<file path="config.mk">
export PLATFORM = sky130hd
export DESIGN_NAME = esm_instr_window
export DESIGN_NICKNAME = d
export VERILOG_FILES = /design/src/rtl/esm_instr_window.sv
export SDC_FILE = /design/constraint.sdc
export NUM_CORES = 1
export LEC_CHECK = 0
export ABC_AREA = 1
export BUFFER_PORTS_ARGS = -buffer_cell sky130_fd_sc_hd__buf_2
export CAP_MARGIN = 20
export CORE_MARGIN = 3
export CORE_UTILIZATION = 55
export CTS_BUF_LIST = sky130_fd_sc_hd__clkbuf_16
export CTS_CLUSTER_SIZE = 20
export DETAILED_ROUTE_END_ITERATION = 7
export PLACE_DENSITY_LB_ADDON = 0.08
export SLEW_MARGIN = 20
export SYNTH_ARGS = -nofsm -noshare
export SYNTH_HDL_FRONTEND = slang
export SYNTH_SLANG_ARGS = --single-unit
</file>
<file path="constraint.sdc">
create_clock -name clk -period 2.65 [get_ports clk]
set_clock_uncertainty 0.1 [all_clocks]
set_input_delay 0.265 -clock clk [delete_from_list [all_inputs] [get_ports clk]]
set_output_delay 0.265 -clock clk [all_outputs]
set_load 0.01 [all_outputs]
</file>
<file path="src/rtl/esm_instr_window.sv">
// Instruction window in front of the ESM core: each accepted fetch beat goes into the
// lowest free slot and is announced. Issue requests read out a slot and free it.
module esm_instr_window #(
  parameter int Instr_word_size = 32,
  parameter int bs              = 16
) (
  input  logic                       clk,
  input  logic                       rst,
  input  logic                       flush,
  input  logic                       fetch_valid,
  output logic                       fetch_ready,
  input  logic [Instr_word_size-1:0] fetch_instr,
  input  logic                       fetch_alusrc,
  input  logic                       fetch_regwrite,
  output logic                       alloc_valid,
  output logic [$clog2(bs)-1:0]      alloc_index,
  output logic [Instr_word_size-1:0] alloc_instr,
  output logic                       alloc_alusrc,
  output logic                       alloc_regwrite,
  input  logic                       issue_en,
  input  logic [$clog2(bs)-1:0]      issue_index,
  output logic                       dispatch_valid,
  output logic [$clog2(bs)-1:0]      dispatch_index,
  output logic [Instr_word_size-1:0] dispatch_instr,
  output logic                       dispatch_alusrc,
  output logic                       dispatch_regwrite,
  output logic [bs-1:0]              slot_valid,
  output logic [$clog2(bs):0]        count,
  output logic                       full,
  output logic                       empty,
  output logic                       issue_err
);

  localparam int bs_bits = $clog2(bs);
  typedef logic [bs_bits:0] cnt_t;
  localparam cnt_t FULL_CNT = cnt_t'(bs);

  logic [bs-1:0]              slot_valid_q, slot_valid_d;
  cnt_t                       count_q, count_d;
  logic [Instr_word_size-1:0] instr_q [bs];
  logic [bs-1:0]              alusrc_q, regwrite_q;

  logic                       alloc_valid_q, alloc_valid_d;
  logic [bs_bits-1:0]         alloc_index_q, alloc_index_d;
  logic [Instr_word_size-1:0] alloc_instr_q, alloc_instr_d;
  logic                       alloc_alusrc_q, alloc_alusrc_d;
  logic                       alloc_regwrite_q, alloc_regwrite_d;
  logic                       dispatch_valid_q, dispatch_valid_d;
  logic [bs_bits-1:0]         dispatch_index_q, dispatch_index_d;
  logic [Instr_word_size-1:0] dispatch_instr_q, dispatch_instr_d;
  logic                       dispatch_alusrc_q, dispatch_alusrc_d;
  logic                       dispatch_regwrite_q, dispatch_regwrite_d;
  logic                       issue_err_q, issue_err_d;

  logic                       full_s, accept_s, issue_hit_s, issue_miss_s, found_s;
  logic [bs_bits-1:0]         free_idx_s;
  logic [bs-1:0]              alloc_mask_s, issue_mask_s;

  // Lowest free slot taken from the registered bitmap only, so a slot freed this cycle is not reused
  always_comb begin
    free_idx_s = '0;
    found_s    = 1'b0;
    for (int k = 0; k < bs; k++) begin
      if (!slot_valid_q[k] && !found_s) begin
        free_idx_s = bs_bits'(k);
        found_s    = 1'b1;
      end else begin
        free_idx_s = free_idx_s;
        found_s    = found_s;
      end
    end
  end

  assign full_s       = (count_q == FULL_CNT);
  assign accept_s     = fetch_valid & ~full_s & ~flush;
  assign issue_hit_s  = issue_en & slot_valid_q[issue_index] & ~flush;
  assign issue_miss_s = issue_en & ~slot_valid_q[issue_index] & ~flush;
  assign alloc_mask_s = accept_s ? ({{(bs-1){1'b0}}, 1'b1} << free_idx_s) : '0;
  assign issue_mask_s = issue_hit_s ? ({{(bs-1){1'b0}}, 1'b1} << issue_index) : '0;

  // Occupancy bitmap and count next state
  always_comb begin
    slot_valid_d = slot_valid_q;
    count_d      = count_q;
    if (flush) begin
      slot_valid_d = '0;
      count_d      = '0;
    end else begin
      slot_valid_d = (slot_valid_q & ~issue_mask_s) | alloc_mask_s;
      case ({accept_s, issue_hit_s})
        2'b10:   count_d = count_q + cnt_t'(1);
        2'b01:   count_d = count_q - cnt_t'(1);
        default: count_d = count_q;
      endcase
    end
  end

  // Announcement, dispatch and error pulses; payload fields hold while their valid is low
  always_comb begin
    alloc_valid_d       = accept_s;
    alloc_index_d       = alloc_index_q;
    alloc_instr_d       = alloc_instr_q;
    alloc_alusrc_d      = alloc_alusrc_q;
    alloc_regwrite_d    = alloc_regwrite_q;
    dispatch_valid_d    = issue_hit_s;
    dispatch_index_d    = dispatch_index_q;
    dispatch_instr_d    = dispatch_instr_q;
    dispatch_alusrc_d   = dispatch_alusrc_q;
    dispatch_regwrite_d = dispatch_regwrite_q;
    issue_err_d         = issue_miss_s;
    if (accept_s) begin
      alloc_index_d    = free_idx_s;
      alloc_instr_d    = fetch_instr;
      alloc_alusrc_d   = fetch_alusrc;
      alloc_regwrite_d = fetch_regwrite;
    end else begin
      alloc_index_d    = alloc_index_q;
    end
    if (issue_hit_s) begin
      dispatch_index_d    = issue_index;
      dispatch_instr_d    = instr_q[issue_index];
      dispatch_alusrc_d   = alusrc_q[issue_index];
      dispatch_regwrite_d = regwrite_q[issue_index];
    end else begin
      dispatch_index_d    = dispatch_index_q;
    end
  end

  // Control and output registers
  always_ff @(posedge clk or negedge rst) begin
    if (!rst) begin
      slot_valid_q        <= '0;
      count_q             <= '0;
      alloc_valid_q       <= 1'b0;
      alloc_index_q       <= '0;
      alloc_instr_q       <= '0;
      alloc_alusrc_q      <= 1'b0;
      alloc_regwrite_q    <= 1'b0;
      dispatch_valid_q    <= 1'b0;
      dispatch_index_q    <= '0;
      dispatch_instr_q    <= '0;
      dispatch_alusrc_q   <= 1'b0;
      dispatch_regwrite_q <= 1'b0;
      issue_err_q         <= 1'b0;
    end else begin
      slot_valid_q        <= slot_valid_d;
      count_q             <= count_d;
      alloc_valid_q       <= alloc_valid_d;
      alloc_index_q       <= alloc_index_d;
      alloc_instr_q       <= alloc_instr_d;
      alloc_alusrc_q      <= alloc_alusrc_d;
      alloc_regwrite_q    <= alloc_regwrite_d;
      dispatch_valid_q    <= dispatch_valid_d;
      dispatch_index_q    <= dispatch_index_d;
      dispatch_instr_q    <= dispatch_instr_d;
      dispatch_alusrc_q   <= dispatch_alusrc_d;
      dispatch_regwrite_q <= dispatch_regwrite_d;
      issue_err_q         <= issue_err_d;
    end
  end

  // Slot payload storage
  always_ff @(posedge clk or negedge rst) begin
    if (!rst) begin
      for (int k = 0; k < bs; k++) begin
        instr_q[k] <= '0;
      end
      alusrc_q   <= '0;
      regwrite_q <= '0;
    end else if (accept_s) begin
      instr_q[free_idx_s]    <= fetch_instr;
      alusrc_q[free_idx_s]   <= fetch_alusrc;
      regwrite_q[free_idx_s] <= fetch_regwrite;
    end
  end

  assign fetch_ready       = ~full_s;
  assign full              = full_s;
  assign empty             = (count_q == '0);
  assign slot_valid        = slot_valid_q;
  assign count             = count_q;
  assign alloc_valid       = alloc_valid_q;
  assign alloc_index       = alloc_index_q;
  assign alloc_instr       = alloc_instr_q;
  assign alloc_alusrc      = alloc_alusrc_q;
  assign alloc_regwrite    = alloc_regwrite_q;
  assign dispatch_valid    = dispatch_valid_q;
  assign dispatch_index    = dispatch_index_q;
  assign dispatch_instr    = dispatch_instr_q;
  assign dispatch_alusrc   = dispatch_alusrc_q;
  assign dispatch_regwrite = dispatch_regwrite_q;
  assign issue_err         = issue_err_q;

endmodule

</file>
## After elaboration in Yosys (flattened, before gate mapping)

Cells that the tools add are included.

| word-level totals | value |
|---|---|
| flip-flop bits (word level) | 644 |
| logic and storage cells | 157 |
| input bits | 43 |
| output and inout port bits | 103 |

| operators by class | value |
|---|---|
| shifts and indexed selects | 2 |
| reductions and logical operators | 48 |
| equality and inequality tests | 3 |
| add/sub/neg operators | 2 |
| bitwise logic cells | 14 |
| mux-type cells | 51 |
| magnitude comparators | 6 |

Operator list:

| kind | number |
|---|---|
| 512-bit bitwise mux | 1 |
| 32-bit binary-select mux with 4-bit select | 1 |
| 32-bit demux with 4-bit select | 1 |
| 32-bit two-way mux | 3 |
| 4-bit two-way mux | 13 |
| 16-bit two-way mux | 3 |
| 16-bit bitwise mux | 2 |
| 1-bit by 4-bit << shifter with 16-bit output, first input constant | 2 |
| 1-bit logical NOT | 29 |
| 1-bit two-way mux | 20 |
| 1-bit logical AND | 17 |
| 16-bit bitwise AND | 1 |
| 16-bit NOT | 1 |
| 16-bit bitwise OR | 1 |
| 1-bit binary-select mux with 4-bit select | 3 |
| 5-bit greater-or-equal comparator, second input constant | 2 |
| 4-bit by 5-bit < comparator with 1-bit output, second input constant | 2 |
| 4-bit NOT with 5-bit output | 2 |
| 5-bit case mux with 2 select lines | 1 |
| 1-bit bitwise AND | 6 |
| 5-bit by 1-bit adder with 5-bit output, second input constant | 1 |
| 5-bit == test, second input constant | 1 |
| 5-bit logical NOT | 1 |
| 5-bit by 1-bit < comparator with 1-bit output, second input constant | 1 |
| other kinds (9) | 11 |

## Longest topological paths before layout

Gate-level depths: netlist (run 1).

| logic depth | value |
|---|---|
| word-level depth | 51 |
| gate-level depth with buffers | 21 |
| gate-level depth less buffers | 21 |

## Worst setup path after synthesis (run 1)

No wires, ideal clock.

| timing | value |
|---|---|
| path type | reg2reg |
| start point | register count_q[1] (netlist: count[1]) |
| end point | register count_q[4] (netlist: count[4]) |
| data arrival time | 2.541 ns |
| setup slack | -0.056 ns |
| library setup time | 0.065 ns |
| data required time | 2.485 ns |
| cell stages (with the launch flop) | 17 |
| path buffers | 1 |
| clock period less this slack | 2.706 ns |
| path through | dfrtp_1 > nor4_1 > nand2_1 > nand2_1 > nor2_2 > inv_2 > buf_2 > nand2_1 > inv_1 > ha_1 > a21oi_1 > nand2_1 > xor2_1 > nand3b_1 > nand2_1 > nand3_1 > nand2_1 |

| between the ends | value |
|---|---|
| longest elaborated chain between the ends | 7 |
| elaborated cells on any way between the ends | 11 |
| classes of those cells | 2 x add/sub; 3 x eq/ne; 2 x mux; 3 x bitwise; 1 x reduce/logical |

RTL lines:

| element | line | text |
|---|---|---|
| start, declared | 39 | `cnt_t count_q, count_d;` |
| start signal, assigned | 147 | `count_q <= count_d;` |
| 5-bit == test (*) | 74 | `assign full_s = (count_q == FULL_CNT);` |
| 1-bit NOT (*) | n/a |  |
| net fetch_ready | 11 | `output logic fetch_ready,` |
| 1-bit bitwise AND (*) (2 in series) | 75 | `assign accept_s = fetch_valid & ~full_s & ~flush;` |
| 2-bit by 1-bit == test with 1-bit output / 2-bit == test (equally long branches) | 90 | `case ({accept_s, issue_hit_s})` |
| 5-bit case mux with 2 select lines | 90 |  |
| 5-bit two-way mux | 85 | `if (flush) begin` |

Mark *: on every way through the listed nets, which the timed path passes. The rest lies on a longest branch.
A chain may end at the register's enable or synchronous reset.

## Worst setup path after layout (run 1)

| timing | value |
|---|---|
| start point | register slot_valid_q[3] (netlist: slot_valid[3]) |
| end point | register instr_q[24] (netlist name) |

| between the ends | value |
|---|---|
| longest elaborated chain between the ends | 45 |
| elaborated cells on any way between the ends | 58 |
| classes of those cells | 2 x order compare; 28 x mux; 1 x bitwise; 27 x reduce/logical |

RTL lines:

| element | line | text |
|---|---|---|
| start, declared | 38 | `logic [bs-1:0] slot_valid_q, slot_valid_d;` |
| start signal, assigned | 146 | `slot_valid_q <= slot_valid_d;` |
| 1-bit logical NOT (*) | 64 | `if (!slot_valid_q[k] && !found_s) begin` |
| 1-bit logical AND (*) | 64 |  |
| 1-bit two-way mux | 64 |  |
| 1-bit logical NOT | 64 |  |
| 1-bit logical AND | 64 |  |
| 1-bit two-way mux | 64 |  |
| 1-bit logical NOT | 64 |  |
| 1-bit logical AND | 64 |  |
| (+29 left out) | n/a |  |
| 1-bit logical AND | 64 |  |
| 4-bit two-way mux (*) | 64 |  |
| 4-bit NOT with 5-bit output (implied by the code) (*) | 171 | `instr_q[free_idx_s] <= fetch_instr;` |
| 5-bit greater-or-equal comparator (implied by the code) / 5-bit by 1-bit < comparator with 1-bit output (equally long branches) | 171 |  |
| 1-bit logical AND (implied by the code) | 171 |  |
| 32-bit two-way mux (implied by the code) | 171 |  |
| 32-bit demux with 4-bit select (*) | 171 |  |
| 512-bit bitwise mux (*) | 171 |  |
| end signal, assigned by index | 171 |  |
| end, declared | 40 | `logic [Instr_word_size-1:0] instr_q [bs];` |

Mark *: on every way between the ends. The rest lies on a longest branch, timed or not.

==> summary.txt, run 1 <==
Outcome
  • Status: finished, final reports clean

Yosys
  • Syn_nets: 3107
  • Synth Cell Area: approximately 27000 µm²
  • Ys Warns: 0
  • Post-synth EDFFs: 0
  • Synth unique cells: 37
  • Syn avg cell area: around 9 µm²
  • Flop and latch count out of synthesis: between 600 and 700
  • Async S/R FF share, synth: between 90% and 100%
  • Most used flip-flop cell after synthesis: dfrtp_1
  • Cells after synthesis: between 3000 and 4000
  • Sequential share of the synthesized area: approximately three fifths

Floorplan
  • Die Footprint: 52400 µm²
  • Top Ports: about 150
  • Initial core utilization: between 50% and 60%
  • Row count: just over 80
  • Placeable Area: 49100 µm²
  • Die Ht: between 200 and 250 µm
  • Die X: between 200 and 250 µm

Power
  • Max IR drop VDD: between 0.0004 and 0.0005 V
  • LEAKAGE: between 0.015 and 0.02 µW
  • PwrDens: 699 nW/µm²

Clock network
  • Clk_lat worst skew: 0.60 ns
  • Worst-path clk slew: 0.06 ns
  • CTS H-tree lvls: 3
  • Clock root buffer: clkbuf_16
  • Clock tree buffer depth: 3
  • CTS tree: yes
  • CTS Buf Count: between 60 and 70
  • Sink Count: between 600 and 700

Worst setup path
  • Critical path launch point: slot_valid[3]$_DFF_PN0_
  • Critical Path Fanout Max: 34
  • Most used cell, CP: buf_4
  • Worst path max stage delay: ~0.35 ns
  • Reg2reg start: slot_valid[3]$_DFF_PN0_
  • Crit path cell chain: buf_4, nand2_1, nor2_4, nand4_4, nor2_4, nand4_2, nor3_2, buf_4, nand4_1, buf_4, buf_8, nand2_1, o21ai_0
  • CP Class: flop to flop
  • CP endpoint kind: flop
  • Arrival @ worst endpoint: between 2 and 3 ns
  • CP max-delay cell: dfrtp_1
  • Crit path launch type: flop
  • Worst reg2reg path depth: 13
  • Worst Path Required: 3.01 ns

Route
  • DR vias/cell: around 6.0
  • Initial drt markers: 2810
  • Drt pass-1 iters: 6
  • Via count: 23540
  • Wirelength per Cell: ~22 µm
  • Routed Antenna Nets: 0
  • DRC: 0
  • DRT Wirelength: just under 90 mm

Cells and area
  • Commonest non-fill, non-tap cell in the layout: nand2_1
  • Layout cells sized above 1: roughly 13%
  • Fin nets: ~3200
  • Layout Utilization: between 60% and 70%
  • Most frequent cells in the layout: 827 x nand2_1, 642 x dfrtp_1, 557 x o21ai_0
  • Final cell count without fillers: 3916
  • Area grow syn2layout: 17.7%

Hold path
  • Hold crit path type: input pin to asynchronous set/reset pin

Global route
  • Initial antenna violation count: 2
  • Grt total ovfl: 0
  • First-pass GRT wire length: roughly 140 mm
  • GRT Util Overall: ~33%
  • Largest net degree at the start of global routing: ~110
  • Number of global-route vias before repair: about 23000

Place
  • IO Port Bufs: approximately 150
  • HPWL after DPL: roughly 53 mm
  • GP Congestion: approximately 0.9
  • Placed cell count: roughly 3800

STA
  • Final setup fails: 0
  • Rel. slew slack: between 30 and 40%
  • Fin crit period: approximately 2.6 ns
  • FMAX: between 300 and 400 MHz
  • Measured slew at the worst slew-check pin: 0.986 ns
  • Hold Fails Final Rpt: 0
  • Final Cycle Share: between 90% and 100%
  • RSZ-0062 raised after global routing: yes
  • Slew Limit Fails: 0
  • Fin Setup TNS: 0 ns

Run
  • Max cap viols: 0
==> synthesized netlist by cell type (2+ instances only) <==
| cell type | count | share of area (%) |
|---|---|---|
| nand2_1 | 835 | 11 |
| dfrtp_1 | 644 | 59 |
| o21ai_0 | 558 | 10 |
| clkbuf_1 | 209 | 2.9 |
| inv_1 | 170 | 2.3 |
| nand3_1 | 129 | 2.4 |
| a22oi_1 | 119 | 3.3 |
| nor2_1 | 52 | 0.71 |
| a31oi_1 | 51 | 1.2 |
| o21ai_1 | 46 | 0.84 |
| a21oi_1 | 43 | 0.79 |
| o22ai_1 | 43 | 0.98 |
| nand4_1 | 38 | 0.87 |
| a221oi_1 | 37 | 1.2 |
| buf_2 | 20 | 0.37 |
| buf_1 | 16 | 0.22 |
| inv_2 | 7 | 0.096 |
| nor3_1 | 6 | 0.11 |
| o2111ai_1 | 6 | 0.19 |
| nor2_2 | 5 | 0.11 |
| buf_6 | 3 | 0.12 |
| ha_1 | 3 | 0.14 |
| nand4_2 | 2 | 0.091 |
| nor3_2 | 2 | 0.073 |
| o21a_1 | 2 | 0.055 |
| o31ai_1 | 2 | 0.055 |
| xnor2_1 | 2 | 0.064 |
==> path summary, 6_finish.rpt <==
kind,slack (ns),to
max,0.07,instr_q[24]$_DFFE_PN0P_
min,0.06,instr_q[295]$_DFFE_PN0P_
max reg2reg,0.07,instr_q[24]$_DFFE_PN0P_
min reg2reg,0.37,instr_q[503]$_DFFE_PN0P_
max in group asynchronous,1.47,alloc_instr[23]$_DFFE_PN0P_
min in group clk,0.08,alloc_valid$_DFF_PN0_
==> critical path, delay by kind of cell (launching register included) <==
kind | cells | cell delay [ns]
DFF | 1 | 0.35
and+or+nand+nor | 8 | 1.14
AOI/OAI and AO/OA | 1 | 0.08
buffers and inverters | 4 | 0.73
==> sequential cells by signal, summed over array words and instances (netlist names) <==
register / count
alloc_instr: 32
dispatch_regwrite: 1
dispatch_alusrc: 1
dispatch_index: 4
alloc_valid: 1
alloc_regwrite: 1
alusrc_q: 16
dispatch_valid: 1
instr_q: 512
alloc_alusrc: 1
slot_valid: 16
regwrite_q: 16
issue_err: 1
dispatch_instr: 32
count: 5
alloc_index: 4
==> power by group <==
part,internal (µW),switching (µW)
clock,5530,3960
combinational,773,1500
sequential,10400,376
total,16700,5840
==> cell type report <==
class | instances | area [µm²]
inverter | 177 | 673
antenna | 1 | 2.50
multi-input combinational | 1990 | 9720
sequential | 644 | 16100
timing repair buffer | 318 | 2660
clock buffer | 71 | 1780
clock inverter | 51 | 410
fill | 4070 | 16900
tap | 664 | 831
==> cell families (layout without fill, tap and decap cells) <==
kind of cell / after synthesis / in the layout / synth area share, %
xor+xnor: 3 / 3 / 0.0961
fa+ha+maj: 4 / 4 / 0.210
buf+inv: 426 / 617 / 6.03
compound gates: 911 / 911 / 18.9
simple gates: 1072 / 1072 / 15.9
flops: 644 / 644 / 58.9
other cells: 0 / 1 / 0
==> per-layer routing <==
layer  wire length, µm  part of all wire, %  track usage (%)
met1             38200                   43             49.9
met2             39900                   45             51.1
met3              7930                  9.0             6.26
met4              1900                  2.2             8.55
met5                 0                    0                0
==> metrics by stage <==
stage	area (µm²)	setup slack, ns	total power (µW)	hold WS (ns)
final	32200	0.0745	22500	0.0631
after global routing	32200	-0.0287	23300	0.0822
after CTS	32100	0.0287	22600	0.0493
after detailed placement	29500	-0.107	13100	0.0960
after global placement	29500	-0.0617	13000	0.0899
after floorplan	27400	0.00601	11900	-0.131
==> repair_timing <==
item                                   CTS  global route
buffers inserted                         0             2
setup endpoints to repair                0            98
endpoints found under the hold margin  545             0
gates resized for setup                  0            21
hold buffers                            40             0
(Power assumes the default switching activity.)
==> run 2: changes to the inputs <==
--- a/config.mk
+++ b/config.mk
@@ -13,7 +13,7 @@
 export CTS_BUF_LIST = sky130_fd_sc_hd__clkbuf_16
 export CTS_CLUSTER_SIZE = 20
 export DETAILED_ROUTE_END_ITERATION = 7
-export PLACE_DENSITY_LB_ADDON = 0.08
+export PLACE_DENSITY = 0.74
 export SLEW_MARGIN = 20
 export SYNTH_ARGS = -nofsm -noshare
 export SYNTH_HDL_FRONTEND = slang
==> summary.txt, run 2 (synthesis gave the netlist of run 1 again) <==
Outcome
  • Status: finished, final reports clean (unchanged)

STA
  • Final setup fails: 0 (unchanged)
  • Rel. slew slack: 35.6% (was 34.3%)
  • Fin crit period: 2.62 ns (was 2.58 ns)
  • Hold Fails Final Rpt: 0 (unchanged)
  • Slew Limit Fails: 0 (unchanged)
  • Hold_ws: 0.0251 ns (was 0.0631 ns)
  • FMAX: 381 MHz (was 388 MHz)
  • RSZ-0062 raised after global routing: yes (unchanged)
  • Fin Setup TNS: 0 ns (unchanged)
  • Measured slew at the worst slew-check pin: 0.966 ns (was 0.986 ns)
  • Final Cycle Share: 99.0% (was 97.2%)
  • Crit path setup slack, layout: 0.0260 ns (was 0.0745 ns)

Route
  • DR vias/cell: 6.14 (was 6.01)
  • Drt pass-1 iters: 6 (unchanged)
  • Initial drt markers: 2638 (was 2810)
  • Via count: 24052 (was 23540)
  • DRT Wirelength: 86.6 mm (was 87.9 mm)
  • DRC: 0 (unchanged)
  • Wirelength per Cell: 22.1 µm (was 22.5 µm)
  • Routed Antenna Nets: 0 (unchanged)

Clock network
  • CTS Buf Count: 66 (was 68)
  • Clk_lat worst skew: 0.60 ns (about the same)
  • Sink Count: 644 (unchanged)
  • Clock tree buffer depth: 3 (unchanged)
  • CTS H-tree lvls: 3 (unchanged)
  • CTS tree: yes (unchanged)
  • Clock root buffer: clkbuf_16 (unchanged)
  • Worst-path clk slew: 0.06 ns (about the same)

Place
  • IO Port Bufs: 145 (unchanged)
  • Dpl ws: -0.124 ns (was -0.107 ns)
  • HPWL after DPL: 52.3 mm (was 53.1 mm)
  • GP Congestion: 0.904 (was 0.900)

Global route
  • Largest net degree at the start of global routing: 102 (was 108)
  • Grt total ovfl: 0 (unchanged)
  • GRT Util Overall: 32.7% (was 33.5%)
  • First-pass GRT wire length: 135 mm (was 136 mm)
  • Initial antenna violation count: 5 (was 2)
  • Number of global-route vias before repair: 23391 (was 22635)

Worst setup path
  • CP Class: flop to flop (unchanged)
  • CP endpoint kind: flop (unchanged)
  • Critical Path Fanout Max: 11 (was 34)
  • Worst Path Required: 3.08 ns (was 3.01 ns)
  • Arrival @ worst endpoint: 3.05 ns (was 2.94 ns)
  • Crit path launch type: flop (unchanged)

Cells and area
  • Fin nets: 3249 (was 3246)
  • Most frequent cells in the layout: 827 x nand2_1, 643 x dfrtp_1, 558 x o21ai_0 (was 827 x nand2_1, 642 x dfrtp_1, 557 x o21ai_0)
  • Layout cells sized above 1: 12.8% (was 12.5%)
  • Area grow syn2layout: 17.3% (was 17.7%)
  • Largest register FFs: 512 (unchanged)
  • Layout Utilization: 65.4% (was 65.6%)
  • Largest reg by FF count: instr_q (unchanged)
  • Commonest non-fill, non-tap cell in the layout: nand2_1 (unchanged)

Power
  • Pwr Total: 22200 µW (was 22500 µW)
  • Max IR drop VDD: 0.000474 V (was 0.000449 V)
  • PwrDens: 692 nW/µm² (was 699 nW/µm²)
  • LEAKAGE: 0.0150 µW (was 0.0151 µW)

Floorplan
  • Die Footprint: 52400 µm² (unchanged)
  • Top Ports: 146 (unchanged)
  • Row count: 81 (unchanged)
  • Initial core utilization: 55.8% (unchanged)
  • Die Ht: 229 µm (unchanged)
  • Die X: 229 µm (unchanged)
  • Placeable Area: 49100 µm² (unchanged)

Hold path
  • Hold crit path type: input pin to flop (was input pin to asynchronous set/reset pin)

Run
  • Max cap viols: 0 (unchanged)
## run 2: changes by cell type in the layout (fill, tap and decap cells not counted), sizes merged, moves of 2 or more
cell,delta
inv,-15
clkinv,+14
buf,+5
clkbuf,-2
dlygate4sd3,-2
## run 2: metrics by stage
step | std cells | instance area [µm²]
6_report | 3918 | 32100
5_1_grt | 3916 | 32100
4_1_cts | 3908 | 31900
3_5_place_dp | 3749 | 29400
3_3_place_gp | 3749 | 29400
2_1_floorplan | 3060 | 27400
## run 2: path summary, 6_finish.rpt
kind	endpoint	startpoint	depth (start not counted)	slack (ns)
max reg2reg	instr_q[489]$_DFFE_PN0P_	slot_valid[2]$_DFF_PN0_	15	0.03
min reg2reg	instr_q[497]$_DFFE_PN0P_	instr_q[497]$_DFFE_PN0P_	2	0.37
max	instr_q[489]$_DFFE_PN0P_	slot_valid[2]$_DFF_PN0_	15	0.03
max in group asynchronous	instr_q[502]$_DFFE_PN0P_	rst	3	1.40
min	dispatch_index[1]$_DFFE_PN0P_	issue_index[1]	4	0.03
min in group asynchronous	instr_q[329]$_DFFE_PN0P_	rst	2	0.11
## run 2: worst max-delay path, cell delays in order, from the launching register on
cell and delay, ns:
dfrtp_1 0.36, buf_6 0.15, nand2_2 0.09, nor2_4 0.17, nand4_4 0.12, nor2_4 0.17
nand4_4 0.10, nor3_2 0.20, o211ai_1 0.19, nand2_1 0.21, nor2_4 0.07, buf_12 0.15
nand2_8 0.12, clkbuf_16 0.21, nand2_1 0.06, nand2_1 0.06
## run 2: what timing repair did
item,in CTS,in global routing
gates resized for setup,1,14
hold endpoints to repair,272,0
gates cloned,0,3
buffers inserted,3,5
setup endpoints to repair,35,115
hold buffers,38,0
pin swaps,2,11
## run 2: per-layer routing
layer | vias to the layer above | routed length (µm) | global-route usage (%)
li1 | 10616 | - | -
met4 | 4 | 2970 | 12.4
met2 | 1412 | 40000 | 51.3
met5 | - | 25 | 0
met1 | 11769 | 34700 | 45.8
met3 | 251 | 8920 | 6.33
## run 2: layout make-up
cell class / instances / area, µm²
clock buffers: 68 / 1700
flip-flops and latches: 644 / 16100
fillers: 3913 / 17000
multi-input cells: 1991 / 9720
repair buffers: 322 / 2630
inverters: 177 / 672
well taps: 664 / 831
clock inverters: 50 / 405
diodes: 2 / 5.00
## run 2: power by group
group | switching (µW) | internal, µW | leakage (µW)
registers | 391 | 10400 | 0.00825
logic | 1490 | 775 | 0.00568
clock network | 3920 | 5260 | 0.00107
